--- config.mk ---
export PLATFORM = sky130hd
export DESIGN_NAME = mod_memrd
export DESIGN_NICKNAME = d
export VERILOG_FILES = /design/src/rtl/mod_memrd.sv
export SDC_FILE = /design/constraint.sdc
export NUM_CORES = 1
export LEC_CHECK = 0
export ABC_AREA = 0
export BUFFER_PORTS_ARGS = -buffer_cell sky130_fd_sc_hd__buf_2
export CORE_MARGIN = 2
export CORE_UTILIZATION = 52
export CTS_CLUSTER_DIAMETER = 150
export DETAILED_ROUTE_END_ITERATION = 6
export PLACE_DENSITY = 0.81
export RECOVER_POWER = 100
export SLEW_MARGIN = 15
export SYNTH_ARGS = -nofsm -noshare
export SYNTH_HDL_FRONTEND = slang
export SYNTH_SLANG_ARGS = --single-unit
--- constraint.sdc ---
create_clock -name CLK -period 4.47 [get_ports CLK]
set_input_delay 0.6705 -clock CLK [delete_from_list [all_inputs] [get_ports CLK]]
set_output_delay 0.6705 -clock CLK [all_outputs]
set_load 0.01 [all_outputs]
--- src/rtl/mod_memrd.sv ---
// mod_memrd: burst word reader for the byte-banked constant/working RAM.
// Fetches LEN consecutive words from START_ADDR and streams them big-endian
// ({B1,B2,B3,B4}) over VALID/READY through a small credit-managed FIFO.
// Ports:
//   CLK, RST_N              clock, async active-low reset
//   START/START_ADDR/LEN    burst request (LEN 1..DEPTH, range-checked)
//   BUSY/DONE/ERR           burst status, DONE and ERR are one-cycle pulses
//   RAM_RE/RAM_ADDR         read strobe and word address to all four banks
//   RAM_B1..RAM_B4          bank read data, valid the cycle after RAM_RE
//   DATA/VALID/READY        output word stream
module mod_memrd #(
  parameter int unsigned ADDR_W     = 7,
  parameter int unsigned DEPTH      = 72,
  parameter int unsigned FIFO_DEPTH = 2
) (
  input  logic              CLK,
  input  logic              RST_N,
  input  logic              START,
  input  logic [ADDR_W-1:0] START_ADDR,
  input  logic [ADDR_W:0]   LEN,
  output logic              BUSY,
  output logic              DONE,
  output logic              ERR,
  output logic              RAM_RE,
  output logic [ADDR_W-1:0] RAM_ADDR,
  input  logic [7:0]        RAM_B1,
  input  logic [7:0]        RAM_B2,
  input  logic [7:0]        RAM_B3,
  input  logic [7:0]        RAM_B4,
  output logic [31:0]       DATA,
  output logic              VALID,
  input  logic              READY
);

  localparam int unsigned LEN_W = ADDR_W + 1;
  localparam int unsigned CHK_W = ADDR_W + 2;
  localparam int unsigned CNT_W = $clog2(FIFO_DEPTH + 1);
  localparam int unsigned PTR_W = (FIFO_DEPTH > 1) ? $clog2(FIFO_DEPTH) : 1;

  typedef enum logic [1:0] {IDLE, READ, DRAIN} state_e;

  state_e            state_q, state_d;
  logic [ADDR_W-1:0] addr_q, addr_d;
  logic [LEN_W-1:0]  len_q, len_d;
  logic [LEN_W-1:0]  issued_q, issued_d;
  logic [LEN_W-1:0]  accepted_q, accepted_d;
  logic              busy_q, busy_d;
  logic              done_q, done_d;
  logic              err_q, err_d;
  logic              inflight_q, inflight_d;
  logic [31:0]       fifo_q [FIFO_DEPTH];
  logic [31:0]       fifo_d [FIFO_DEPTH];
  logic [PTR_W-1:0]  wr_ptr_q, wr_ptr_d;
  logic [PTR_W-1:0]  rd_ptr_q, rd_ptr_d;
  logic [CNT_W-1:0]  cnt_q, cnt_d;
  logic              valid_q, valid_d;

  logic              pop_c;
  logic              push_c;
  logic              issue_c;
  logic              start_bad_c;
  logic [CNT_W:0]    occ_c;
  logic [31:0]       ram_word_c;

  function automatic logic [PTR_W-1:0] ptr_inc(input logic [PTR_W-1:0] p);
    return (p == PTR_W'(FIFO_DEPTH - 1)) ? '0 : p + PTR_W'(1);
  endfunction

  // Handshake, RAM return and credit. The issue decision credits this cycle's
  // pop so that a full pipeline still sustains one word per cycle.
  assign ram_word_c  = {RAM_B1, RAM_B2, RAM_B3, RAM_B4};
  assign pop_c       = valid_q && READY;
  assign push_c      = inflight_q;
  assign occ_c       = (CNT_W+1)'(cnt_q) + (CNT_W+1)'(inflight_q) - (CNT_W+1)'(pop_c);
  assign issue_c     = (state_q == READ) && (issued_q < len_q) &&
                       (occ_c < (CNT_W+1)'(FIFO_DEPTH));
  assign start_bad_c = (LEN == '0) ||
                       ((CHK_W'(START_ADDR) + CHK_W'(LEN)) > CHK_W'(DEPTH));

  // Burst control FSM: next state, counters and status pulses.
  always_comb begin
    state_d    = state_q;
    addr_d     = addr_q;
    len_d      = len_q;
    issued_d   = issued_q;
    accepted_d = accepted_q;
    busy_d     = busy_q;
    done_d     = 1'b0;
    err_d      = 1'b0;
    inflight_d = issue_c;
    case (state_q)
      IDLE: begin
        if (START) begin
          if (start_bad_c) begin
            err_d = 1'b1;
          end else begin
            state_d    = READ;
            addr_d     = START_ADDR;
            len_d      = LEN;
            issued_d   = '0;
            accepted_d = '0;
            busy_d     = 1'b1;
          end
        end
      end
      READ: begin
        if (issue_c) begin
          addr_d   = addr_q + ADDR_W'(1);
          issued_d = issued_q + LEN_W'(1);
        end
        if (issued_d == len_q) state_d = DRAIN;
        if (pop_c) accepted_d = accepted_q + LEN_W'(1);
      end
      DRAIN: begin
        if (pop_c) begin
          accepted_d = accepted_q + LEN_W'(1);
          if (accepted_d == len_q) begin
            state_d = IDLE;
            busy_d  = 1'b0;
            done_d  = 1'b1;
          end
        end
      end
      default: state_d = IDLE;
    endcase
  end

  // Output FIFO: circular buffer, simultaneous push and pop allowed.
  always_comb begin
    fifo_d   = fifo_q;
    wr_ptr_d = wr_ptr_q;
    rd_ptr_d = rd_ptr_q;
    if (push_c) begin
      fifo_d[wr_ptr_q] = ram_word_c;
      wr_ptr_d         = ptr_inc(wr_ptr_q);
    end
    if (pop_c) rd_ptr_d = ptr_inc(rd_ptr_q);
    cnt_d   = cnt_q + CNT_W'(push_c) - CNT_W'(pop_c);
    valid_d = (cnt_d != '0);
  end

  // State registers; reset also drops any in-flight read so its push is lost.
  always_ff @(posedge CLK or negedge RST_N) begin
    if (!RST_N) begin
      state_q    <= IDLE;
      addr_q     <= '0;
      len_q      <= '0;
      issued_q   <= '0;
      accepted_q <= '0;
      busy_q     <= 1'b0;
      done_q     <= 1'b0;
      err_q      <= 1'b0;
      inflight_q <= 1'b0;
      fifo_q     <= '{default: '0};
      wr_ptr_q   <= '0;
      rd_ptr_q   <= '0;
      cnt_q      <= '0;
      valid_q    <= 1'b0;
    end else begin
      state_q    <= state_d;
      addr_q     <= addr_d;
      len_q      <= len_d;
      issued_q   <= issued_d;
      accepted_q <= accepted_d;
      busy_q     <= busy_d;
      done_q     <= done_d;
      err_q      <= err_d;
      inflight_q <= inflight_d;
      fifo_q     <= fifo_d;
      wr_ptr_q   <= wr_ptr_d;
      rd_ptr_q   <= rd_ptr_d;
      cnt_q      <= cnt_d;
      valid_q    <= valid_d;
    end
  end

  assign BUSY     = busy_q;
  assign DONE     = done_q;
  assign ERR      = err_q;
  assign RAM_RE   = issue_c;
  assign RAM_ADDR = addr_q;
  assign DATA     = fifo_q[rd_ptr_q];
  assign VALID    = valid_q;

  // Issue credit must make a push into a full FIFO impossible.
  a_no_overflow: assert property (@(posedge CLK) disable iff (!RST_N)
    !(push_c && !pop_c && (cnt_q == CNT_W'(FIFO_DEPTH))));

endmodule

==> Implementation_results.wiki, run 1 <==
{| class="wikitable"
! Metric !! Value
|-
| Die Outline Area || approximately 0.012 sq mm
|-
| Pre-CTS setup slack || around 420 ps
|-
| Die width || ~110 microns
|-
| Run status || finished, violations left
|-
| Number of gates given a new drive strength after cts || 0
|-
| Violation count after the first detailed-routing iteration || 338
|-
| Layout Area Growth over Synthesis || 13.94%
|-
| Final sum of negative setup slack || 0 ps
|-
| Setup repair after global routing missed its margin || false
|-
| Total number of vias || approximately 4.6k
|-
| Die boundary height || 110.7 microns
|-
| Final clock skew || 8.260 ps
|-
| Maximum vdd drop || approximately 0.35 mV
|-
| DRC violations left || 0
|-
| Number of synthesized flops with an enable pin || 0
|-
| Failing checks || max-capacitance violations, max-slew violations
|-
| Kind of end point of the critical path || register
|-
| Final number of hold-violating endpoints || 0
|-
| Pleak || slightly below 0.003 uW
|-
| IO Count || 95
|-
| Filler instances || between 800 and 900
|-
| Kind of path behind the tightest hold check || reg2reg
|-
| Launching element type of the critical path || input pin
|-
| Max_slew headroom || -30.73%
|-
| Fraction of layout cells with a size suffix above 1 || roughly 29%
|-
| Total buffers and inverters traversed by the critical path || 3
|-
| Weighted congestion at the end of routability-driven global placement || 0.8898
|-
| Most used flip-flop cell after synthesis || sky130_fd_sc_hd__dfrtp_1
|-
| Sink Count || 106
|-
| Most common cell after layout, fill and taps aside || sky130_fd_sc_hd__dfrtp_1
|-
| Smallest setup slack after layout || 636.4 ps
|-
| Critical path class || in2reg
|-
| Fmax achieved || ~260 MHz
|-
| Sequential-to-total area share from yosys stat || roughly 45%
|-
| Num rows || 38
|-
| TritonCTS clock tree || yes
|-
| Crit path max-delay family || simple AND/OR/NAND/NOR gates
|-
| Actual slew at the worst max-slew pin || 1961 ps
|-
| Synthesis-stage register bit count || about 110
|-
| Antenna violations before repair || 0
|-
| CTS clock-pin slew for the worst setup and hold paths || approximately 70 ps
|-
| Effective utilization at floorplan || a little over half
|-
| Post-cts hold buffer count || 0
|-
| Nets@finish || just under 700
|-
| Pin count of the biggest net entering global routing || 80
|-
| Power per standard cell area || 659.8 mW/mm^2
|-
| Via count of the first global-routing pass || about 4.6k
|-
| Number of levels in the clock H-tree || 3
|-
| Global-route total usage across every layer || between 20 and 25%
|-
| Iteration count of the initial detailed-routing pass || 4
|-
| Max incr delay on CP || 560 ps
|-
| Synth Area per Inst || 11.25 sq um
|-
| Final setup fails || 0
|-
| Buffers inserted during post-CTS setup optimization || 0
|-
| Via count normalized by instance count || 5.991
|-
| Final critical delay including setup and external delays || approximately 3800 ps
|-
| Remaining global-route overflow || 0
|-
| Async S/R FF share, synth || between 90% and 100%
|-
| Insertion delay to the later sink of the worst-skew pair || roughly 350 ps
|-
| Post-detailed-route count of antenna-violating nets || 0
|-
| Maximum buffer depth of the clock tree || 2
|-
| N_diodes || 0
|-
| Synth warnings || 0
|-
| # port buffers || 94
|-
| Cell at the slowest stage of the critical path || sky130_fd_sc_hd__or4_1
|-
| Synth unique cells || 62
|-
| Critical path peak fanout || 5
|-
| Gate count of the mapped netlist || approximately 530
|-
| CP Cell Sequence || buf_2 -> nand2_1 -> xnor2_1 -> ha_1 -> inv_1 -> fa_1 -> inv_1 -> or4_1 -> or3_1 -> nor3_1 -> xnor2_1 -> o21ai_0 -> or4_1 -> o311a_1
|-
| CP required || around 4700 ps
|-
| Placeable Area || roughly 0.011 sq mm
|-
| Portion of the clock cycle consumed by the worst path in the final layout || 85.76%
|-
| Average wire length per cell after detail routing || 18.25 microns
|-
| Final-report max-slew violation count || 174
|-
| Top library cells by usage in the layout, fill and taps aside || sky130_fd_sc_hd__dfrtp_1 (106), sky130_fd_sc_hd__mux2_2 (102), sky130_fd_sc_hd__clkbuf_1 (51)
|-
| Max-Cap Viols || 4
|-
| Wire length of the first global-routing pass || around 23000 microns
|-
| Routed wire length || 13870 microns
|-
| Data arrival time of the critical path || between 4000 and 5000 ps
|-
| HPWL after DPL || approximately 9900 microns
|-
| Number of buffers created by CTS || 9
|-
| Clock root cell || sky130_fd_sc_hd__clkbuf_16
|-
| Post-synthesis instance area || between 0.005 and 0.006 sq mm
|-
| Net count of the mapped netlist || 600
|}
kinds of logic after synthesis:
group | count (synthesis) | share of synthesized area [%]
compound gates | 97 | 12.08
mux | 106 | 20.11
simple gates | 126 | 11.34
flops | 106 | 44.84
fa+ha+maj | 23 | 5.118
xor+xnor | 25 | 3.701
buf+inv | 43 | 2.813
path summary, 6_finish.rpt:
check,from,endpoint,slack (ps),cells after the start
min in group asynchronous,RST_N,fifo_q[5],870,1
setup reg to reg,VALID,state_q[0],640,13
setup / recovery,READY,state_q[0],640,14
hold reg to reg,fifo_q[21],fifo_q[21],500,1
hold / removal,fifo_q[21],fifo_q[21],500,1
max in group asynchronous,RST_N,state_q[1],1380,2
sequential cells by signal (all words and copies together) (netlist names):
name and flops:
BUSY 1, DONE 1, ERR 1, RAM_ADDR 7
VALID 1, accepted_q 8, cnt_q 2, fifo_q 64
inflight_q 1, issued_q 8, len_q 8, rd_ptr_q 1
state_q 2, wr_ptr_q 1
final cells by class:
| cell class | instances | area (sq um) | area share [%] |
|---|---|---|---|
| tap | 140 | 175.2 | 2.599 |
| sequential | 106 | 2653 | 39.35 |
| inverter | 19 | 71.32 | 1.058 |
| clock inverter | 6 | 72.57 | 1.077 |
| timing repair buffer | 103 | 456.7 | 6.776 |
| multi-input combinational | 377 | 3087 | 45.80 |
| clock buffer | 9 | 225.2 | 3.341 |
per-layer routing:
metal | vias to the layer above | routed length (microns) | GRT usage (%)
met1 | 2280 | 6135 | 30.58
li1 | 2121 | - | -
met2 | 135 | 6893 | 38.20
met4 | 0 | 205 | 7.167
met5 | - | 0 | 0
met3 | 17 | 634 | 3.882
synthesized netlist by cell type (all sizes together) (6+ instances only):
library cell / instances / share of area, %
dfrtp: 106 / 45
mux2: 103 / 20
nand2: 33 / 2.1
ha: 21 / 4.4
inv: 19 / 1.2
nor2: 18 / 1.1
nor3: 18 / 1.6
o21ai: 17 / 1.4
a21oi: 16 / 1.4
clkbuf: 15 / 0.95
xor2: 15 / 2.2
nand3: 13 / 1.1
xnor2: 10 / 1.5
buf: 9 / 0.66
a211oi: 7 / 0.89
a21o: 7 / 0.89
a221o: 7 / 1.2
a22o: 7 / 1.0
a31oi: 6 / 0.63
and3: 6 / 0.63
o211a: 6 / 1.0
worst register-to-register path: stages, from the launching register on:
cell and delay (ps):
sky130_fd_sc_hd__dfrtp_1 390, sky130_fd_sc_hd__nand2_1 120, sky130_fd_sc_hd__xnor2_1 140, sky130_fd_sc_hd__ha_1 170, sky130_fd_sc_hd__inv_1 50, sky130_fd_sc_hd__fa_1 500, sky130_fd_sc_hd__inv_1 50, sky130_fd_sc_hd__or4_1 560
sky130_fd_sc_hd__or3_1 440, sky130_fd_sc_hd__nor3_1 300, sky130_fd_sc_hd__xnor2_1 160, sky130_fd_sc_hd__o21ai_0 120, sky130_fd_sc_hd__or4_1 550, sky130_fd_sc_hd__o311a_1 150
stage by stage:
stage               power [uW]  hold WS [ps]  instance area, sq um  util, %  std cells
finish                    4447         503.1                  6740    61.37        760
global route              4732         522.6                  6740    61.37        760
CTS                       4535         506.4                  6837    62.25        760
detailed placement        3714         489.1                  6539    59.54        745
global placement          3583         480.6                  6539    59.54        745
floorplan                 3038         374.9                  5916        -        526
power breakdown:
part,switching [uW],internal [uW]
Sequential,380,1380
Clock,374,440
Combinational,943,932
Total,1700,2750
Note: power is estimated with default switching activity, not from simulation.
==> run 2: changes to the inputs <==
MAX_ROUTING_LAYER = met4   (was unset)
==> Implementation_results.wiki, run 2 (synthesis gave the netlist of run 1 again) <==
{| class="wikitable"
! Metric !! Value
|-
| Data arrival time of the critical path || 4060 ps (about the same)
|-
| Final critical delay including setup and external delays || 3821 ps (-12.20 ps)
|-
| Run status || finished, violations left
|-
| CTS clock-pin slew for the worst setup and hold paths || 70 ps (about the same)
|-
| Critical path class || in2reg
|-
| Clock root cell || sky130_fd_sc_hd__clkbuf_16
|-
| Kind of path behind the tightest hold check || reg2reg
|-
| Startpoint of the worst setup timing path || READY
|-
| Via count of the first global-routing pass || 4655 (+0.89%)
|-
| Post-cts hold buffer count || 0 (unchanged)
|-
| Num rows || 38 (unchanged)
|-
| Maximum buffer depth of the clock tree || 2 (unchanged)
|-
| Post-detailed-route count of antenna-violating nets || 0 (unchanged)
|-
| Actual slew at the worst max-slew pin || 1933 ps (-28.11 ps)
|-
| Final setup fails || 0 (unchanged)
|-
| Die boundary height || 110.7 microns (unchanged)
|-
| # port buffers || 94 (unchanged)
|-
| Insertion delay to the later sink of the worst-skew pair || 360 ps (about the same)
|-
| Final number of hold-violating endpoints || 0 (unchanged)
|-
| Met3 Routed Length || 717 microns (+13%)
|-
| Weighted congestion at the end of routability-driven global placement || 0.9793 (+10%)
|-
| Effective utilization at floorplan || 53.86% (unchanged)
|-
| Setup repair after global routing missed its margin || false
|-
| Final sum of negative setup slack || 0 ps (unchanged)
|-
| Hold Path Origin || wr_ptr_q
|-
| Remaining global-route overflow || 0 (unchanged)
|-
| Iteration count of the initial detailed-routing pass || 5 (+1)
|-
| Beginning of the worst register-to-register path || VALID
|-
| Number of gates given a new drive strength after cts || 0 (unchanged)
|-
| Power per standard cell area || 651.1 mW/mm^2 (-1.3%)
|-
| Kind of end point of the critical path || register
|-
| Number of levels in the clock H-tree || 3 (unchanged)
|-
| Nets@finish || 690 (unchanged)
|-
| Portion of the clock cycle consumed by the worst path in the final layout || 85.49% (-0.27 points)
|-
| Placeable Area || 0.01098 sq mm (unchanged)
|-
| DRC violations left || 0 (unchanged)
|-
| IO Count || 95 (unchanged)
|-
| Total number of vias || 4556 (+0.066%)
|-
| HPWL after DPL || 9584 microns (-2.7%)
|-
| Max_slew headroom || -28.85% (+1.9 points)
|-
| Die width || 110.7 microns (unchanged)
|-
| TritonCTS clock tree || yes
|-
| Failing checks || max-capacitance violations, max-slew violations
|-
| Met1 Wirelength || 5968 microns (-2.7%)
|-
| Global-route total usage across every layer || 23.38% (+0.51 points)
|-
| Routed wire length || 13440 microns (-3.1%)
|-
| Average wire length per cell after detail routing || 17.66 microns (-3.2%)
|-
| Max-Cap Viols || 3 (-1)
|-
| Sink Count || 106 (unchanged)
|-
| Die Outline Area || 0.01225 sq mm (unchanged)
|-
| Reg with most FFs || fifo_q
|-
| N_diodes || 0 (unchanged)
|-
| Antenna violations before repair || 0 (unchanged)
|-
| Via count normalized by instance count || 5.987 (about the same)
|-
| Number of buffers created by CTS || 9 (unchanged)
|-
| Pleak || 0.002964 uW (-0.28%)
|-
| Critical path peak fanout || 5 (unchanged)
|-
| CP required || 4710 ps (about the same)
|-
| Buffers inserted during post-CTS setup optimization || 0 (unchanged)
|-
| Final clock skew || 6.807 ps (-1.453 ps)
|-
| Final-report max-slew violation count || 145 (-17%)
|-
| Fmax achieved || 261.7 MHz (+0.32%)
|-
| Launching element type of the critical path || input pin
|-
| Top library cells by usage in the layout, fill and taps aside || sky130_fd_sc_hd__dfrtp_1 (106), sky130_fd_sc_hd__mux2_2 (101), sky130_fd_sc_hd__clkbuf_1 (53)
|-
| Slack of the worst reg-to-reg path || 660 ps (+20 ps)
|-
| Fraction of the core area covered by cells at the end of the flow || 61.28% (-0.091 points)
|-
| Routed wire length on met2 || 6468 microns (-6.2%)
|-
| Fraction of layout cells with a size suffix above 1 || 28.18% (-0.53 points)
|-
| Violation count after the first detailed-routing iteration || 253 (-25%)
|-
| Highest metal layer used by the detailed router || met4
|-
| Pin count of the biggest net entering global routing || 79 (-1.3%)
|-
| Wire length of the first global-routing pass || 22870 microns (-0.18%)
|-
| Maximum vdd drop || 0.3934 mV (+11%)
|-
| Flip-flop count of the largest register, all copies and words added || 64 (unchanged)
|-
| Most common cell after layout, fill and taps aside || sky130_fd_sc_hd__dfrtp_1
|-
| Layout Area Growth over Synthesis || 13.77%
|}
## run 2: through the flow
stage | hold WS [ps] | total power, uW | instances | worst slack [ps] | instance area (sq um)
floorplan | 374.9 | 3038 | 526 | 589.8 | 5916
global placement | 480.4 | 3589 | 745 | 510.4 | 6539
detailed placement | 489.9 | 3695 | 745 | 393.4 | 6539
CTS | 507.3 | 4485 | 761 | 749.7 | 6830
global route | 521.4 | 4685 | 761 | 389.3 | 6730
finish | 499.9 | 4382 | 761 | 648.6 | 6730
## run 2: layer usage
layer	GRT usage, %	up-vias
met5	-	-
met4	7.000	0
met3	5.358	25
met2	36.97	146
met1	30.30	2266
li1	-	2119
## run 2: path summary, 6_finish.rpt
| path | to | depth (start not counted) |
|---|---|---|
| max | state_q[0] | 14 |
| min | wr_ptr_q | 1 |
| max reg2reg | state_q[0] | 13 |
| min reg2reg | wr_ptr_q | 1 |
| max in group asynchronous | issued_q[6] | 2 |
| min in group asynchronous | fifo_q[10] | 1 |
## run 2: where the power goes
part	internal (uW)	switching, uW
clock network	392	380
registers	1380	352
logic	928	951
total	2700	1680
## run 2: area by class of cell
cell class                      count  area, sq um
Clock buffer                       10        229.0
Fill cell                         892         4253
Sequential cell                   106         2653
Multi-Input combinational cell    377         3084
Inverter                           19        71.32
Tap cell                          140        175.2
Clock inverter                      6        62.56
Timing Repair Buffer              103        455.4
## run 2: critical path, stage by stage
cell and delay (ps):
sky130_fd_sc_hd__buf_2 100, sky130_fd_sc_hd__nand2_1 90, sky130_fd_sc_hd__xnor2_1 130, sky130_fd_sc_hd__ha_1 170
sky130_fd_sc_hd__inv_1 50, sky130_fd_sc_hd__fa_1 510, sky130_fd_sc_hd__inv_1 60, sky130_fd_sc_hd__or4_1 580
sky130_fd_sc_hd__or3_1 440, sky130_fd_sc_hd__nor3_1 290, sky130_fd_sc_hd__xnor2_1 160, sky130_fd_sc_hd__o21ai_0 120
sky130_fd_sc_hd__or4_1 540, sky130_fd_sc_hd__o311a_1 140
==> run 3: changes to the inputs <==
PLACE_DENSITY = 0.84   (was 0.81)
clock period = 3.5 ns   (was 4.47 ns; I/O delays follow)
==> Implementation_results.wiki, run 3 (synthesis gave the netlist of run 1 again) <==
{| class="wikitable"
! Metric !! Value
|-
| Portion of the clock cycle consumed by the worst path in the final layout || between 90% and 100%
|-
| Antenna violations before repair || 0 (unchanged)
|-
| Post-detailed-route count of antenna-violating nets || 0 (unchanged)
|-
| Final-report max-slew violation count || 0 (-100%)
|-
| Global-route total usage across every layer || 24.48% (+1.1 points)
|-
| Share of total power consumed by net switching || 37.33% (-1.1 points)
|-
| Actual slew at the worst max-slew pin || 1402 ps (-530.5 ps)
|-
| Routed wire length || 14410 microns (+7.2%)
|-
| Via count of the first global-routing pass || 4879 (+4.8%)
|-
| Iteration count of the initial detailed-routing pass || 7 (+2)
|-
| Fraction of layout cells with a size suffix above 1 || 41.84% (+14 points)
|-
| Clock root cell || sky130_fd_sc_hd__clkbuf_16
|-
| CTS clock-pin slew for the worst setup and hold paths || 70 ps (about the same)
|-
| Die width || 110.7 microns (unchanged)
|-
| Kind of end point of the critical path || register
|-
| Power share of the clock group || 17.1% (-0.5 points)
|-
| # port buffers || 94 (unchanged)
|-
| Fraction of the core area covered by cells at the end of the flow || 64.74% (+3.5 points)
|-
| Maximum vdd drop || 0.4646 mV (+18%)
|-
| Setup repair after global routing missed its margin || true
|-
| Comb power frac || 46.2% (+3.3 points)
|-
| Weighted congestion at the end of routability-driven global placement || 0.9895 (+1.0%)
|-
| N_diodes || 0 (unchanged)
|-
| IO Count || 95 (unchanged)
|-
| Critical path peak fanout || 4 (-1)
|-
| Total number of vias || 4722 (+3.6%)
|-
| Post-cts hold buffer count || 0 (unchanged)
|-
| Num rows || 38 (unchanged)
|-
| Data arrival time of the critical path || 3700 ps (-360 ps)
|-
| Launching element type of the critical path || register
|-
| Remaining global-route overflow || 0 (unchanged)
|-
| Max_slew headroom || 6.514% (+35 points)
|-
| Power dissipated by switching net loads || 2227 uW (+32%)
|-
| Die Outline Area || 0.01225 sq mm (unchanged)
|-
| Layout Area Growth over Synthesis || 20.20%
|-
| Run status || finished, final reports clean
|-
| Sink Count || 106 (unchanged)
|-
| Flip-flop count of the largest register, all copies and words added || 64 (unchanged)
|-
| TritonCTS clock tree || yes
|-
| Max-Cap Viols || 0 (-3)
|-
| HPWL after DPL || 10300 microns (+7.5%)
|-
| Average wire length per cell after detail routing || 18.40 microns (+4.2%)
|-
| Internal || 3737 uW (+39%)
|-
| Pin count of the biggest net entering global routing || 58 (-27%)
|-
| Number of buffers created by CTS || 9 (unchanged)
|-
| Most common cell after layout, fill and taps aside || sky130_fd_sc_hd__dfrtp_1
|-
| Number of levels in the clock H-tree || 3 (unchanged)
|-
| Pleak || 0.003245 uW (+9.5%)
|-
| Final number of hold-violating endpoints || 0 (unchanged)
|-
| Final critical delay including setup and external delays || around 3500 ps
|-
| Top library cells by usage in the layout, fill and taps aside || sky130_fd_sc_hd__dfrtp_1 (106), sky130_fd_sc_hd__mux2_2 (103), sky130_fd_sc_hd__buf_2 (92)
|-
| Post-route cell area || 0.007111 sq mm (+5.7%)
|-
| Placed Area || 0.006700 sq mm (+2.5%)
|-
| Placeable Area || 0.01098 sq mm (unchanged)
|-
| Power share of the sequential group || 36.7% (-2.8 points)
|-
| Kind of path behind the tightest hold check || in2reg
|-
| Maximum buffer depth of the clock tree || 2 (unchanged)
|-
| Fmax achieved || between 200 and 300 MHz
|-
| Insertion delay to the later sink of the worst-skew pair || 350 ps (about the same)
|-
| Via count normalized by instance count || 6.031 (+0.73%)
|-
| Final clock skew || 8.239 ps (+1.432 ps)
|-
| Critical path class || reg2reg
|-
| Wire length of the first global-routing pass || 23780 microns (+4.0%)
|-
| Effective utilization at floorplan || 53.86% (unchanged)
|-
| Power per standard cell area || 838.8 mW/mm^2 (+29%)
|-
| CP required || 3740 ps (-970 ps)
|-
| Nets@finish || 713 (+3.3%)
|-
| Violation count after the first detailed-routing iteration || 431 (+70%)
|-
| Reg with most FFs || fifo_q
|-
| Die boundary height || 110.7 microns (unchanged)
|-
| Final setup fails || 0 (unchanged)
|-
| DRC violations left || 0 (unchanged)
|}
==> run 3: changes by cell type in the layout (fill, tap and decap cells not counted), sizes merged <==
cell,previous run,this run
buf,50,125
bufinv,0,1
clkbuf,63,10
clkinv,4,2
inv,21,22
==> run 3: path summary, 6_finish.rpt <==
| check | from | end | slack (ps) | depth (start not counted) |
|---|---|---|---|---|
| max | VALID | state_q[0] | 30 | 13 |
| max reg2reg | VALID | state_q[0] | 30 | 13 |
| min reg2reg | fifo_q[17] | fifo_q[17] | 500 | 1 |
| min | RAM_B3[7] | fifo_q[47] | 420 | 2 |
| min in group asynchronous | RST_N | fifo_q[6] | 490 | 1 |
| max in group asynchronous | RST_N | len_q[0] | 1920 | 2 |
==> run 3: area by class of cell <==
| class | count | area (sq um) |
|---|---|---|
| Timing Repair Buffer | 126 | 724.4 |
| Clock inverter | 6 | 72.57 |
| Inverter | 19 | 71.32 |
| Sequential cell | 106 | 2653 |
| Tap cell | 140 | 175.2 |
| Clock buffer | 9 | 225.2 |
| Fill cell | 800 | 3872 |
| Multi-Input combinational cell | 377 | 3189 |
==> run 3: critical path, stage by stage (launching register included) <==
cell and delay (ps):
sky130_fd_sc_hd__dfrtp_1 410, sky130_fd_sc_hd__nand2_4 90, sky130_fd_sc_hd__xnor2_2 100, sky130_fd_sc_hd__ha_2 190, sky130_fd_sc_hd__inv_2 30, sky130_fd_sc_hd__fa_1 520
sky130_fd_sc_hd__inv_2 50, sky130_fd_sc_hd__or4_4 520, sky130_fd_sc_hd__or3_4 440, sky130_fd_sc_hd__nor4_4 150, sky130_fd_sc_hd__nor3_1 100, sky130_fd_sc_hd__o31a_1 150
sky130_fd_sc_hd__or4_4 480, sky130_fd_sc_hd__o311a_1 130
==> run 3: per-stage QoR <==
step           TNS, ps  power (uW)  instances  setup WS [ps]  hold WS [ps]
2_1_floorplan        0        3885        526          11.69         229.4
3_3_place_gp    -164.7        4679        764         -164.7         480.5
3_5_place_dp    -561.7        4835        764         -217.3         487.8
4_1_cts              0        5883        779          10.57         245.3
5_1_grt         -157.7        6332        783         -97.26         418.1
6_report             0        5964        783          34.71         418.4
==> run 3: layer usage <==
metal	routed length, microns	global-route usage, %	part of all wire (%)	up-vias
met5	0	-	0	-
met1	6169	30.24	43	2335
met3	658	3.499	4.6	38
met4	428	9.083	3.0	0
met2	7150	41.15	50	183
li1	-	-	-	2166
==> run 3: timing repair <==
item / CTS / global route
setup buffers: 0 / 5
resized for setup: 2 / 18
pin swaps: 0 / 6
setup endpoints to repair: 1 / 3
==> run 3: power groups by stage <==
stage | registers (uW) | clock network [uW] | logic, uW
after floorplan | 2060 | 0 | 1820
after global placement | 2130 | 0 | 2550
after detailed placement | 2200 | 0 | 2640
after CTS | 2180 | 1030 | 2670
after global routing | 2260 | 1080 | 2990
final | 2190 | 1020 | 2760
